===== config.mk =====
export PLATFORM = sky130hd
export DESIGN_NAME = cmp_arbiter
export DESIGN_NICKNAME = d
export VERILOG_FILES = /design/src/rtl/cmp_arbiter.sv
export SDC_FILE = /design/constraint.sdc
export NUM_CORES = 1
export LEC_CHECK = 0
export ABC_AREA = 1
export CORE_AREA = 2 2 83 45
export DETAILED_ROUTE_END_ITERATION = 10
export DIE_AREA = 0 0 85 47
export HOLD_SLACK_MARGIN = 0.15
export MAX_ROUTING_LAYER = met4
export PLACE_DENSITY = 0.81
export SYNTH_ARGS = -nofsm -noshare
export SYNTH_HDL_FRONTEND = slang
export SYNTH_SLANG_ARGS = --single-unit
export TNS_END_PERCENT = 50

===== constraint.sdc =====
create_clock -name clk -period 2 [get_ports clk]
set_input_delay 0.4 -clock clk [delete_from_list [all_inputs] [get_ports clk]]
set_output_delay 0.4 -clock clk [all_outputs]
set_load 0.02 [all_outputs]

===== src/rtl/cmp_arbiter.sv =====
// Two-requester round-robin arbiter in front of a shared W-bit
// equality/inequality comparator, with a wrap-around completion counter.
module cmp_arbiter #(
    parameter int W  = 4,
    parameter int CW = 8
) (
    input  logic          clk,
    input  logic          reset,
    input  logic [1:0]    req,
    input  logic [W-1:0]  a0,
    input  logic [W-1:0]  b0,
    input  logic [W-1:0]  a1,
    input  logic [W-1:0]  b1,
    input  logic [1:0]    mode,
    output logic [1:0]    gnt,
    output logic          busy,
    output logic [1:0]    done,
    output logic [W-1:0]  bitwise,
    output logic          logical,
    output logic [CW-1:0] op_count
);

    typedef enum logic [1:0] {
        S_IDLE = 2'd0,
        S_EVAL = 2'd1,
        S_DONE = 2'd2
    } state_t;

    state_t        state_q;
    logic          p_q;
    logic [1:0]    gnt_q;
    logic          busy_q;
    logic [1:0]    done_q;
    logic [W-1:0]  bitwise_q;
    logic          logical_q;
    logic [CW-1:0] cnt_q;
    logic [W-1:0]  a_q;
    logic [W-1:0]  b_q;
    logic          mode_q;

    logic          win;
    logic [W-1:0]  xor_v;
    logic [W-1:0]  xnor_v;
    logic [W-1:0]  bitwise_d;
    logic          logical_d;

    // Pointer only breaks ties; a lone request always wins.
    always_comb begin
        win = (req == 2'b11) ? p_q : req[1];
    end

    always_comb begin
        xor_v     = a_q ^ b_q;
        xnor_v    = ~xor_v;
        bitwise_d = mode_q ? xor_v : xnor_v;
        logical_d = mode_q ? (|xor_v) : (&xnor_v);
    end

    always_ff @(posedge clk or posedge reset) begin
        if (reset) begin
            state_q   <= S_IDLE;
            p_q       <= 1'b0;
            gnt_q     <= 2'b00;
            busy_q    <= 1'b0;
            done_q    <= 2'b00;
            bitwise_q <= '0;
            logical_q <= 1'b0;
            cnt_q     <= '0;
            a_q       <= '0;
            b_q       <= '0;
            mode_q    <= 1'b0;
        end else begin
            unique case (state_q)
                S_IDLE: begin
                    if (req != 2'b00) begin
                        a_q     <= win ? a1 : a0;
                        b_q     <= win ? b1 : b0;
                        mode_q  <= mode[win];
                        gnt_q   <= win ? 2'b10 : 2'b01;
                        busy_q  <= 1'b1;
                        state_q <= S_EVAL;
                    end
                end
                S_EVAL: begin
                    bitwise_q <= bitwise_d;
                    logical_q <= logical_d;
                    done_q    <= gnt_q;
                    state_q   <= S_DONE;
                end
                S_DONE: begin
                    done_q  <= 2'b00;
                    cnt_q   <= cnt_q + CW'(1);
                    p_q     <= ~gnt_q[1];
                    gnt_q   <= 2'b00;
                    busy_q  <= 1'b0;
                    state_q <= S_IDLE;
                end
                default: state_q <= S_IDLE;
            endcase
        end
    end

    assign gnt      = gnt_q;
    assign busy     = busy_q;
    assign done     = done_q;
    assign bitwise  = bitwise_q;
    assign logical  = logical_q;
    assign op_count = cnt_q;

endmodule


# Word level (Yosys, flattened, before mapping)
# Cells that the tools add are included.
# totals
ff_bits	30
inputBits	22
output_inout_bits	18
word_cells	43
# classes
addsub	1
n_lt_le_gt_ge	1
n_eq_ne	4
mux	15
bitwise	3
reduce_logical	8
# op_table
operator	count
2-to-1 mux 4 bit	3
one-hot mux 2 bit (2 select lines)	3
adder 8 x 1 -> 8 bit, second input constant	1
2-to-1 mux 2 bit	3
nonzero test 2 bit	3
2-to-1 mux 1 bit	5
equality test 2 bit, second input constant	2
NOT 4 bit	1
AND reduction 2 bit	2
AND reduction 4 bit	1
OR reduction 4 bit	1
XOR 4 bit	1
equality test 2 x 1 -> 1 bit, second input constant	1
logical NOT 2 bit	1
less-than comparator 1 x 2 -> 1 bit, second input constant	1
inequality test 2 bit, second input constant	1
one-hot mux 1 bit (2 select lines)	1
NOT 1 bit	1

# Longest topological paths before layout
# depth
ltp_word	5
mapped_depth	8
ltp_nobuf	8

# Worst setup path after synthesis
# OpenSTA, ideal clock, no wires.
# synth_path
kind	reg2reg
from	register state_q[0]
to	register cnt_q[6] (netlist: op_count[6])
setup_ps	129
arrival_ps	1233
required_ps	1871
setup_slack_ps	638
path_stages_with_launch	7
n_path_buf	0
period_less_slack_ps	1362
cell_sequence	dfrtp_1 inv_1 ha_1 nand2_2 nor3b_2 nand3_1 xnor2_1
# synth_via
elab_chain_len	1
# synth_lines
item	line_no	text
start: declaration	29	state_t state_q;
start signal: assignment	61	state_q <= S_IDLE;
start signal: assignment	81	state_q <= S_EVAL;
start signal: assignment	88	state_q <= S_DONE;
equality test 2 bit	73	unique case (state_q)
end signal: assignment	92	cnt_q <= cnt_q + CW'(1);
end: declaration	36	logic [CW-1:0] cnt_q;
# Every way passes these cells.
# A chain may end at the register's enable or synchronous reset.

# Worst setup path after layout
# layout_path
from	register cnt_q[5] (netlist: op_count[5])
to	output op_count[5]
# layout_lines
item	line_no	text
end: declaration	20	output logic [CW-1:0] op_count
# No word-level cell between the ends.

==> results by group <==
Timing
  – Fin crit share: 86.4%
  – Clk_skew: 0.00529 ns
  – Final setup vio count: 0
  – Worst-Margin Slew: 0.405 ns
  – Fin Hold WS: 0.490 ns
  – Max Freq: 579 MHz
  – Slew Limit Fails: 0
  – Final TNS setup: 0 ns
  – Hold Vio Cnt, Final: 0
  – Final worst setup slack: 0.271 ns
  – RSZ-0062 raised after global routing: false
  – Fin crit period: 1.73 ns
  – Slew Limit Headroom: 72.7%

Min path
  – Worst min path class: in2async

Clocking
  – CTS sink count: 30
  – CTS root buffer: clkbuf_8
  – Postcts setup bufs: 0
  – CTS tree: done
  – Clk slew on worst S/H paths: 0.06 ns
  – CTS max path bufs: 2
  – Hold buffers post-CTS: 0
  – Post-CTS sizing: 0
  – Cts bufs inserted: 5
  – H-tree Lvls: 2
  – Clock latency on the worst-skew pair: 0.29 ns

Synth
  – Ys Warns: 0
  – Mapped Area: 1430 um^2
  – Main combinational cell family by area after synthesis: simple AND/OR/NAND/NOR gates
  – Simple-gate share of the synthesized area: 14.9%
  – Mux share of post-synthesis cell area: 0%
  – Post-synthesis compound-gate area fraction: 12.7%
  – Syn_nets: 189
  – Xor and xnor fraction of the mapped netlist area: 6.73%
  – Register area share after synthesis: 52.4%
  – Mapped Cells: 161
  – Largest area contributor in the netlist: dfrtp_1
  – Synth Register Bits: 30
  – Average size of a mapped cell: 8.89 um^2
  – Post-synthesis cell type count: 17
  – Synth top area cells: dfrtp_1 (52%), nand2_1 (8.7%), inv_1 (6.6%), o21ai_0 (6.3%), o22ai_1 (5.7%)
  – Synth Area in Adders: 5.24%
  – Yosys top cell area share: 52.4%

GRT
  – Antenna violations before repair: 0
  – GRT Total Usage: 16.6%
  – Global route overflow: 0
  – Largest net degree at the start of global routing: 31
  – First-pass GRT wire length: 4680 um
  – Number of global-route vias before repair: 1057

Detailed routing
  – Wire per inst: 11.7 um
  – Iter 0 DRT Violations: 30
  – Vias: 1164
  – Via density: 4.67
  – Post-DRT Antenna Nets: 0
  – DRC errors left: 0
  – Router iterations before antenna repair: 5
  – DRT Wirelength: 2900 um

Placed design
  – GPL Wtd Cong: 0.784
  – IO Port Bufs: 39
  – Pre-CTS WS: 0.314 ns
  – DP Wirelength: 2190 um

Floorplan
  – Die Y-Extent: 47 um
  – Core ar.: 3280 um^2
  – Initial core utilization: 43.6%
  – Boundary Pins: 40
  – Die W: 85 um
  – Die area: 4000 um^2
  – # rows: 15

Critical path
  – Crit Path Max Fanout: 4
  – CP max-delay cell: clkdlybuf4s50_1
  – Delay-heaviest family, CP: buffers and inverters
  – Crit path cell chain: clkdlybuf4s50_1
  – CP required: 1.60 ns
  – CP Data Arrival Time: 1.33 ns
  – CP Capture Type: primary output
  – WP buf/inv: 1
  – Crit start category: flip-flop
  – CP peak stage delay: 0.64 ns
  – Setup CP Type: reg2out

Status
  – Run status: completed

Power
  – LEAKAGE: 0.954 nW
  – PD cells: 1510 nW/um^2
  – Max VDD drop: 0.860 mV

Layout
  – Most frequent cells in the layout: clkdlybuf4s50_1 (39), nand2_1 (33), dfrtp_1 (30)
  – Utilization after layout: 59.8%
  – Antenna cells: 0
  – Layout area overhead: 37.2%
  – Commonest non-fill, non-tap cell in the layout: clkdlybuf4s50_1
  – Share of cells above drive strength 1: 5.80%
  – Nets: 234
  – FILL cells: 272

Flow run
  – Max-cap viol count: 0
## Yosys cell counts, drive strengths merged
| master | count |
|---|---|
| nand2 | 34 |
| o21ai | 20 |
| nand3 | 3 |
| o22ai | 13 |
| buf | 3 |
| dfrtp | 30 |
| xnor2 | 2 |
| nand4 | 1 |
| nor2 | 13 |
| ha | 6 |
| nor3b | 1 |
| inv | 26 |
| xor2 | 9 |
## cells by family after synthesis
family	after synthesis
AOI/OAI and AO/OA	33
xor gates and xnor gates	11
adders and majority gates	6
buffers and inverters	29
DFF	30
and+or+nand+nor	52
## final cells by class
type                       count  area (um^2)  area share [%]
sequential                    30          751            38.2
multi-input combinational    102          566            28.8
timing repair buffer          41          405            20.7
inverter                      26         97.6            4.97
clock buffer                   7         86.3            4.40
tap                           42         52.6            2.68
clock inverter                 1         5.00           0.255
## metrics by stage
| step | total power [mW] | cell area, um^2 | cells |
|---|---|---|---|
| 2_1_floorplan | 1.97 | 1430 | 161 |
| 3_3_place_gp | 2.43 | 1870 | 241 |
| 3_5_place_dp | 2.48 | 1870 | 241 |
| 4_1_cts | 3.00 | 1960 | 249 |
| 5_1_grt | 3.21 | 1960 | 249 |
| 6_report | 2.97 | 1960 | 249 |
## power by group
part / total (mW) / internal (mW) / switching [mW]
Clock: 0.501 / 0.277 / 0.224
Sequential: 1.07 / 0.879 / 0.187
Combinational: 1.41 / 0.607 / 0.799
Total: 2.97 / 1.76 / 1.21
## registers in the layout (all words and copies together) (netlist names)
name,cells
b_q,4
op_count,8
busy,1
p_q,1
gnt,2
done,2
bitwise,4
a_q,4
logical,1
state_q,2
mode_q,1
## routing by layer
metal	routed length (um)	vias up	GRT usage (%)
met3	207	5	5.62
met1	1510	513	22.1
met2	1140	40	23.1
met4	44	0	7.62
li1	-	606	-
met5	0	-	-
## final timing paths
path / startpoint / end / slack (ns) / depth (start not counted)
max: op_count[5] / op_count[5] / 0.27 / 1
min: reset / op_count[6] / 0.49 / 3
max reg2reg: state_q[0] / busy / 0.36 / 5
min reg2reg: op_count[7] / op_count[7] / 0.49 / 1
max in group asynchronous: reset / b_q[2] / 1.23 / 3
min in group clk: op_count[7] / op_count[7] / 0.49 / 1
(Power assumes the default switching activity.)
